==> config.mk <==
export PLATFORM = sky130hd
export DESIGN_NAME = dual_port_ram
export DESIGN_NICKNAME = d
export VERILOG_FILES = /design/src/rtl/dual_port_ram.sv
export SDC_FILE = /design/constraint.sdc
export NUM_CORES = 1
export LEC_CHECK = 0
export BUFFER_PORTS_ARGS = -buffer_cell sky130_fd_sc_hd__buf_2
export CAP_MARGIN = 20
export CORE_MARGIN = 1.5
export CORE_UTILIZATION = 25
export CTS_CLUSTER_SIZE = 14
export DETAILED_ROUTE_END_ITERATION = 10
export PLACE_DENSITY = 0.37
export RECOVER_POWER = 25
export SETUP_SLACK_MARGIN = 0.4
export SYNTH_ARGS = -nofsm -noshare
export SYNTH_HDL_FRONTEND = slang
export SYNTH_SLANG_ARGS = --single-unit
==> constraint.sdc <==
create_clock -name clk -period 2.3 [get_ports clk]
set_input_delay 0.345 -clock clk [delete_from_list [all_inputs] [get_ports clk]]
set_output_delay 0.345 -clock clk [all_outputs]
set_load 0.05 [all_outputs]
==> src/rtl/dual_port_ram.sv <==
// dual_port_ram: simple-dual-port synchronous RAM (one write port, one read port, one clock).
// Adds per-byte write enables, selectable read-during-write behaviour and a clear sweep
// that writes CLEAR_VAL to every word after reset or on request.
//
// Parameters:
//   DATA      - word width in bits, must be a multiple of 8
//   ADDR      - address width, depth = 2**ADDR words
//   RDW_MODE  - same-address collision: 0 = read-first (old word), 1 = write-first (merged word)
//   CLEAR_VAL - value written to every word by the clear sweep
//
// Ports:
//   clk       - clock, all activity on the rising edge
//   reset     - synchronous active-high reset, also starts a clear sweep
//   wr_en     - write request
//   wr_addr   - write address
//   wr_be     - byte enables, bit i gates wr_data[8i+7:8i]
//   wr_data   - write data
//   rd_en     - read request
//   rd_addr   - read address
//   rd_data   - registered read data
//   rd_valid  - high for one cycle when rd_data carries a new read result
//   clear_req - single-cycle request to start a clear sweep
//   busy      - high while the clear sweep runs; both ports are ignored meanwhile
module dual_port_ram #(
    parameter int unsigned     DATA      = 16,
    parameter int unsigned     ADDR      = 4,
    parameter int unsigned     RDW_MODE  = 0,
    parameter logic [DATA-1:0] CLEAR_VAL = '0
) (
    input  logic              clk,
    input  logic              reset,
    input  logic              wr_en,
    input  logic [ADDR-1:0]   wr_addr,
    input  logic [DATA/8-1:0] wr_be,
    input  logic [DATA-1:0]   wr_data,
    input  logic              rd_en,
    input  logic [ADDR-1:0]   rd_addr,
    output logic [DATA-1:0]   rd_data,
    output logic              rd_valid,
    input  logic              clear_req,
    output logic              busy
);

    localparam int unsigned     NumBytes = DATA / 8;
    localparam int unsigned     Depth    = 2 ** ADDR;
    localparam logic [ADDR-1:0] LastAddr = '1;

    typedef enum logic [0:0] {StIdle, StClear} state_e;

    logic [DATA-1:0] mem [Depth];

    state_e          state_q;
    logic [ADDR-1:0] cnt_q;
    logic            busy_q;
    logic [DATA-1:0] rd_data_q;
    logic            rd_valid_q;

    logic [DATA-1:0] wr_old;
    logic [DATA-1:0] wr_merged;
    logic [DATA-1:0] rd_word;

    // Word as it will look after the current write: enabled bytes from wr_data, rest kept.
    always_comb begin
        wr_old    = mem[wr_addr];
        wr_merged = wr_old;
        for (int i = 0; i < NumBytes; i++) begin
            if (wr_be[i]) begin
                wr_merged[8*i +: 8] = wr_data[8*i +: 8];
            end
        end
    end

    // Write-first mode forwards the merged word on a same-address collision.
    always_comb begin
        rd_word = mem[rd_addr];
        if ((RDW_MODE == 1) && wr_en && (wr_addr == rd_addr)) begin
            rd_word = wr_merged;
        end
    end

    // Storage has no reset; a reset edge only schedules the sweep.
    always_ff @(posedge clk) begin
        if (!reset) begin
            if (state_q == StClear) begin
                mem[cnt_q] <= CLEAR_VAL;
            end else if (wr_en) begin
                mem[wr_addr] <= wr_merged;
            end
        end
    end

    always_ff @(posedge clk) begin
        if (reset) begin
            state_q    <= StClear;
            cnt_q      <= '0;
            busy_q     <= 1'b1;
            rd_data_q  <= '0;
            rd_valid_q <= 1'b0;
        end else begin
            unique case (state_q)
                StClear: begin
                    rd_valid_q <= 1'b0;
                    cnt_q      <= cnt_q + ADDR'(1);
                    if (cnt_q == LastAddr) begin
                        state_q <= StIdle;
                        busy_q  <= 1'b0;
                    end
                end
                StIdle: begin
                    rd_valid_q <= rd_en;
                    if (rd_en) begin
                        rd_data_q <= rd_word;
                    end
                    // Operations in the request cycle still complete; the sweep starts next edge.
                    if (clear_req) begin
                        state_q <= StClear;
                        cnt_q   <= '0;
                        busy_q  <= 1'b1;
                    end
                end
                default: begin
                    state_q <= StIdle;
                end
            endcase
        end
    end

    assign rd_data  = rd_data_q;
    assign rd_valid = rd_valid_q;
    assign busy     = busy_q;

endmodule

# Yosys cells after proc, flatten, opt, wreduce, memory -nomap -nowiden
# Memories as Yosys holds them, arrays and structs flattened. A register that Yosys moved wholly into a read port is not among the register bits.
# Cells that the tools add are included.
# classes
addsub	1
n_eq_ne	5
muxes	21
bitwise	1
n_reduce_logical	5
# op_table
op	n
two-way mux 16 bit	1
two-way mux 8 bit	2
OR reduction 16 bit	1
two-way mux 1 bit	11
two-way mux 4 bit	2
case mux 4 bit (2 select lines)	1
AND reduction 2 bit	4
case mux 1 bit (2 select lines)	3
adder 4 x 1 -> 4 bit, second input constant	1
equality test 4 bit, second input constant	1
two-way mux 2 bit	1
!= test 1 bit, second input constant	2
!= test 2 x 1 -> 1 bit, second input constant	1
!= test 2 bit, second input constant	1
inverter 1 bit	1
# totals
reg_bits	7
ram_bits	256
in_bits	31
output_inout_bits	18
word_cells	38
memories	1
# mem_list
name	words	word_bits	read_ports	rd_ports_with_merged_regs	write_ports	line	rtl
mem	16	16	1	1	1	50	logic [DATA-1:0] mem [Depth];

# Logic depth before layout (Yosys ltp)
# Gate-level depths: netlist (run 1).
# depth
word_depth	7
depth_mapped	8
mapped_depth_nobuf	4

# Least setup slack after synthesis (run 1)
# Ideal clock, no wire load.
# synth_path
path_kind	input to register
start	in reset
end	mem mem[11][0], enable pin
setup_ns	0.383
arrival_time_ns	2.036
required_time_ns	1.917
setup_slack_ns	-0.119
stages	6
path_buffers	2
path_cell_list	nor2_1 > o211a_1 > buf_2 > buf_2 > mux2_2 > nor3_1
# synth_via
elab_chain_cells	5
word_cells_on_any_way	9
classes_between	mux: 6; reduce/logical: 3
# synth_lines
item	line	rtl
start, declared	31	input logic reset,
two-way mux 1 bit	83	if (!reset) begin
two-way mux 1 bit (not written as such)	87	mem[wr_addr] <= wr_merged;
AND reduction 2 bit (no source line)	-	
OR reduction 16 bit (no source line)	-	
two-way mux 4 bit (no source line) / two-way mux 2 bit (equally long branches)	-	
end, declared	50	
# Several ways; a longest one is shown, not always the timed one.

# Final worst setup path (run 1)
# layout_path
start	reg state_q
end	mem mem[15][2], enable pin
# layout_via
elab_chain_cells	6
word_cells_on_any_way	11
classes_between	mux: 8; reduce/logical: 3
# layout_lines
item	line	rtl
start, declared	52	state_e state_q;
start signal, assigned	94	state_q <= StClear;
start signal, assigned	105	state_q <= StIdle;
start signal, assigned	116	state_q <= StClear;
two-way mux 1 bit	84	if (state_q == StClear) begin
two-way mux 1 bit	83	
two-way mux 1 bit (not written as such)	87	
AND reduction 2 bit (no source line)	-	
OR reduction 16 bit (no source line)	-	
two-way mux 4 bit (no source line) / two-way mux 2 bit (equally long branches)	-	
# Several ways; a longest one is shown, not always the timed one.

==> impl_metrics.tcl, run 1 <==
set metrics [dict create \
    drt.antenna.violating_nets 0 \
    crit_family "multiplexers" \
    drt-initial-drc-count 374 \
    irDropWorstVdd_uv 498 \
    dp_hpwl_um 18800 \
    cts_tree "done" \
    cp_num_cells 6 \
    syn_nets 617 \
    yosys.area_share.simple 0.0482 \
    rsz0062_at_grt "yes" \
    grt_usage 0.124 \
    tightest_slew_ns 0.857 \
    design_area_um2 14100 \
    synth_top_cell_area_share 0.689 \
    critPathRequiredTime_ns 2.56 \
    yosys.area.top_type "edfxtp_1" \
    grt.overflow.total 0 \
    grt_pass1_vias 6169 \
    path_clk_slew_ns 0.06 \
    die_area_um2 45900 \
    die_h_um 214 \
    slew_violations 0 \
    hold_path_class "primary input to register" \
    cts_num_sinks 279 \
    ctsLongestPathBuffers 3 \
    clock_skew_ns 0.0239 \
    finalNonFillerCells 1312 \
    critPathKind "register to register" \
    setup_tns_ns 0 \
    startpoint_type "register" \
    period_share 0.855 \
    min_to "rd_valid" \
    vias_per_cell 4.44 \
    crit_buf_inv 2 \
    hold_depth 2 \
    hold_path_startpoint "rd_en" \
    dpl.cell_count 1244 \
    status "finished, final reports clean" \
    path_cells "nor2_4 > o211a_1 > buf_6 > mux2_4 > nor3_4 > buf_12" \
    synthArstFlopShare 0 \
    portBuffers 48 \
    final_util 0.319 \
    worstReg2RegEnd "mem[15][2]" \
    synthMuxAreaShare 0.159 \
    fin_total_pwr_uw 10700 \
    yosys_warnings 0 \
    synth-xor-area-share 0 \
    clockRootBuffer "clkbuf_16" \
    placed_area_um2 12900 \
    synth_top_family_by_area "multiplexers" \
    antennaDiodeCount 0 \
    num_vias 5831 \
    clock_latency_ns 0.57 \
    core_um2 44100 \
    critPathMaxStageDelay_ns 0.41 \
    cap_violations 0 \
    rrSetupSlack_ns 0.33 \
    relSlewSlack 0.428 \
    netlist_area_um2 11200 \
    cts_inserted_buffers 31 \
    yosysSeqAreaShare 0.730 \
    r2r-start "state_q" \
    synth-adder-area-share 0.00112 \
    crit_path_top_delay_cell "mux2_4" \
    cp.arrival_ns 2.23 \
    nets 731 \
    fill_cells 4327 \
    drt_pass1_iterations 4 \
    grt_start_max_net_pins 36 \
    drc 0 \
    reg2reg_depth 6 \
    syn-instance-count 585 \
    rows 77 \
    gp_congestion 0.751 \
    power_density_nw_per_um2 763 \
    synthToLayoutAreaGrowth_pct 26.0 \
    multi_input_area_um2 3160 \
    max_freq_mhz 509 \
    avgSynthCellArea_um2 19.1 \
    finalSetupViolations 0 \
    die_w_um 214 \
    crit_fanout 8 \
    grt_pass1_wl_um 42000 \
    synth-compound-area-share 0.0381 \
    start_util 0.253 \
    wl_um 28100 \
    ios 49 \
    drive_above_1_share 0.307 \
    p_leak_uw 0.00439 \
    synth_area_leaders "edfxtp_1 69%, mux4_1 6.8%, dfxtp_1 4.1%" \
    synth-seq-cells 279 \
    h-tree-depth 1 \
    synth.distinct_cells 36 \
    ff_latch_area_um2 8150 \
    period_needed_ns 1.97 \
    synth_flop_cell "edfxtp_1" \
    antenna_found_initial 0 \
    synth_edf_count 256 \
    crit_path_end_kind "register" \
    wl_per_cell_um 21.4 \
    hold_viol 0 \
]
registers in the layout, summed over array words and instances (netlist names):
signal / count
mem: 256
busy: 1
cnt_q: 4
rd_data: 16
state_q: 1
rd_valid: 1
per-stage QoR:
stage	setup slack [ns]	hold slack (ns)
floorplan	0.356	0.467
global placement	0.0423	0.481
detailed placement	0.0135	0.484
CTS	0.398	0.0258
global route	0.184	0.0432
finish	0.334	0.0484
worst max-delay path by stage:
stage | to | from
floorplan | mem[15][0] | reset
global placement | mem[9][11] | reset
detailed placement | mem[9][11] | reset
CTS | mem[15][15] | state_q
global route | mem[1][1] | state_q
finish | mem[15][2] | state_q
layer usage:
layer / track usage / part of all wire
met5: 0 / 0
met2: 0.217 / 0.52
met1: 0.159 / 0.43
met3: 0.0200 / 0.034
met4: 0.0282 / 0.021
cell type report:
cell class / count / share of cell area
clock buffer: 44 / 0.0622
timing repair buffer: 117 / 0.0761
multi-input combinational: 269 / 0.224
sequential: 279 / 0.579
tap: 592 / 0.0526
inverter: 1 / 0.000267
clock inverter: 10 / 0.00534
cell usage after synthesis, drive strengths merged, types with 2 or more instances:
cell type  number
nand3b          2
edfxtp        256
mux2i          41
a22oi          31
mux4           47
nor2b           9
a21oi           5
nand4           2
clkbuf         11
dfxtp          23
o211ai         15
and2           18
mux2           18
nor2           10
or2             3
nand2          23
nand3           2
a21o            3
nor3           32
buf            23
cells by family after synthesis:
group / Yosys count
muxes: 106
and+or+nand+nor: 104
buffers and inverters: 37
DFF: 279
AOI/OAI and AO/OA: 58
adders and majority gates: 1
power breakdown:
| group | internal, uW | total [uW] | leakage (uW) | switching (uW) |
|---|---|---|---|---|
| registers | 5530 | 5560 | 0.00223 | 24.8 |
| logic | 227 | 522 | 0.00170 | 295 |
| clock network | 2720 | 4650 | 0.000462 | 1930 |
| total | 8480 | 10700 | 0.00439 | 2250 |
layout by cell type (no fill, tap or decap), drive strengths merged:
cell | synthesis | layout
edfxtp | 256 | 256
clkbuf | 11 | 63
a311oi | 1 | 1
dfxtp | 23 | 23
nand3 | 2 | 2
bufinv | 0 | 1
a22oi | 31 | 31
buf | 23 | 98
inv | 1 | 2
nor3 | 32 | 32
nor3b | 1 | 1
a21o | 3 | 3
nor4b | 1 | 1
or2 | 3 | 3
mux4 | 47 | 47
mux2 | 18 | 18
clkinvlp | 0 | 1
mux2i | 41 | 41
o211a | 1 | 1
and2 | 18 | 18
nor2b | 9 | 9
o21ai | 1 | 1
nand4 | 2 | 2
and3 | 1 | 1
clkinv | 0 | 7
a21oi | 5 | 5
o211ai | 15 | 15
ha | 1 | 1
a41oi | 1 | 1
nand3b | 2 | 2
nor2 | 10 | 10
nand2 | 23 | 23
repair_timing:
| item | 4_1_cts | 5_1_grt |
|---|---|---|
| setup buffers | 12 | 2 |
| hold buffers | 0 | 0 |
| resized for setup | 11 | 15 |
| setup endpoints to repair | 403 | 154 |
| cloned | 0 | 0 |
| pin swaps | 5 | 2 |
Note: power is estimated with default switching activity, not from simulation.
==> run 2: changes to the inputs <==
--- a/config.mk
+++ b/config.mk
@@ -5,11 +5,11 @@
 export SDC_FILE = /design/constraint.sdc
 export NUM_CORES = 1
 export LEC_CHECK = 0
-export BUFFER_PORTS_ARGS = -buffer_cell sky130_fd_sc_hd__buf_2
+export BUFFER_PORTS_ARGS = -buffer_cell sky130_fd_sc_hd__buf_4
 export CAP_MARGIN = 20
 export CORE_MARGIN = 1.5
 export CORE_UTILIZATION = 25
-export CTS_CLUSTER_SIZE = 14
+export CTS_CLUSTER_SIZE = 12
 export DETAILED_ROUTE_END_ITERATION = 10
 export PLACE_DENSITY = 0.37
 export RECOVER_POWER = 25
==> run 2 against run 1 <==
Net effect: global-route usage increased by 0.14 points; critical path depth unchanged; clock skew decreased by 0.016 ns; register-to-register slack about the same; clock power increased by 4.9%; cell count decreased by 0.23%; core utilization about the same; critical endpoint is now mem[15][12]; sequential power about the same; via count decreased by 1.6%; combinational power about the same.
==> impl_metrics.tcl, run 2 (synthesis gave the netlist of run 1 again) <==
set metrics [dict create \
    dp_hpwl_um 18700 \
    wl_um 28100 \
    cts_num_sinks 279 \
    rsz0062_at_grt "no" \
    fin_total_pwr_uw 11000 \
    power_density_nw_per_um2 779 \
    core_um2 44100 \
    cts_tree "done" \
    grt_pass1_wl_um 42500 \
    die_area_um2 45900 \
    dpl.cell_count 1244 \
    nets 726 \
    max_freq_mhz 510 \
    num_vias 5739 \
    setup_ws_ns 0.340 \
    portBuffers 48 \
    grt_pass1_vias 6308 \
    hold_path_class "primary input to register" \
    clock_skew_ns 0.00771 \
    status "finished, final reports clean" \
    critPathRequiredTime_ns 2.58 \
    post-place-ws_ns 0.00389 \
    h-tree-depth 1 \
    largest_reg_flops 256 \
    ios 49 \
    wl_per_cell_um 21.5 \
    period_share 0.852 \
    finalSetupViolations 0 \
    antennaDiodeCount 0 \
    crit_path_end_kind "register" \
    cts_inserted_buffers 31 \
    grt_start_max_net_pins 28 \
    cp.arrival_ns 2.23 \
    relSlewSlack 0.442 \
    final_common_cell "edfxtp_1" \
    drt-initial-drc-count 316 \
    cap_violations 0 \
    clock_latency_ns 0.56 \
    path_clk_slew_ns 0.06 \
    rows 77 \
    clockRootBuffer "clkbuf_16" \
    ctsLongestPathBuffers 3 \
    start_util 0.253 \
    startpoint_type "register" \
    p_leak_uw 0.00438 \
    period_needed_ns 1.96 \
    drc 0 \
    regMostFlops "mem" \
    finalNonFillerCells 1309 \
    vias_per_cell 4.38 \
    synthToLayoutAreaGrowth_pct 25.9 \
    antenna_found_initial 0 \
    slew_violations 0 \
    irDropWorstVdd_uv 549 \
    gp_congestion 0.722 \
    final_cell_mix "256 x edfxtp_1, 68 x buf_4, 35 x mux2i_1" \
    drt_pass1_iterations 4 \
    die_h_um 214 \
    drt.antenna.violating_nets 0 \
    hold_viol 0 \
    drive_above_1_share 0.297 \
    setup_tns_ns 0 \
    grt_usage 0.125 \
    critPathKind "register to register" \
    grt.overflow.total 0 \
    crit_fanout 8 \
    die_w_um 214 \
    tightest_slew_ns 0.837 \
    final_util 0.319 \
]
==> run 2: layout make-up <==
type                       instances  area, um^2
sequential                       279        8150
clock inverter                     9         116
multi-input combinational        269        3140
tap                              592         741
timing repair buffer             112        1030
inverter                           1        3.75
clock buffer                      47         876
fill                            4321       30100
==> run 2: metrics by stage <==
step           hold slack (ns)  cell area, um^2
4_1_cts                 0.0825            14100
3_5_place_dp             0.484            13000
2_1_floorplan            0.467            11600
3_3_place_gp             0.485            13000
6_report                 0.115            14100
5_1_grt                 0.0967            14100
==> run 2: routing by layer <==
metal  global-route usage  vias up  routed length [um]
met4               0.0315        0                 618
met3               0.0207       44                 912
li1                     -     2624                   -
met1                0.160     2985               12200
met5                    0        -                   0
met2                0.220       86               14400
==> run 2: worst paths after layout <==
path                                  from          end  slack (ns)  cells past startpoint
worst max register to register     state_q  mem[15][12]        0.34                      6
worst min-delay path             clear_req         busy        0.12                      3
worst min register to register  rd_data[2]   rd_data[2]        0.49                      2
worst max-delay path               state_q  mem[15][12]        0.34                      6
==> run 2: where the power goes <==
part           internal, uW  switching (uW)  total, uW
clock                  2930            1950       4880
sequential             5530            23.0       5560
combinational           231             292        522
==> run 2: critical path, cell delays in order (launching register included) <==
cell     delay [ns]
dfxtp_1        0.33
nor2_4         0.09
o211a_1        0.28
mux2_2         0.41
buf_4          0.18
nor3_4         0.21
buf_12         0.16
==> run 2: timing repair <==
action | CTS | global route
hold endpoints to repair | 1 | 0
setup endpoints to repair | 256 | 164
gates resized for setup | 7 | 9
pin swaps | 5 | 3
buffers inserted | 8 | 0
gates cloned | 0 | 0
hold buffers | 1 | 0
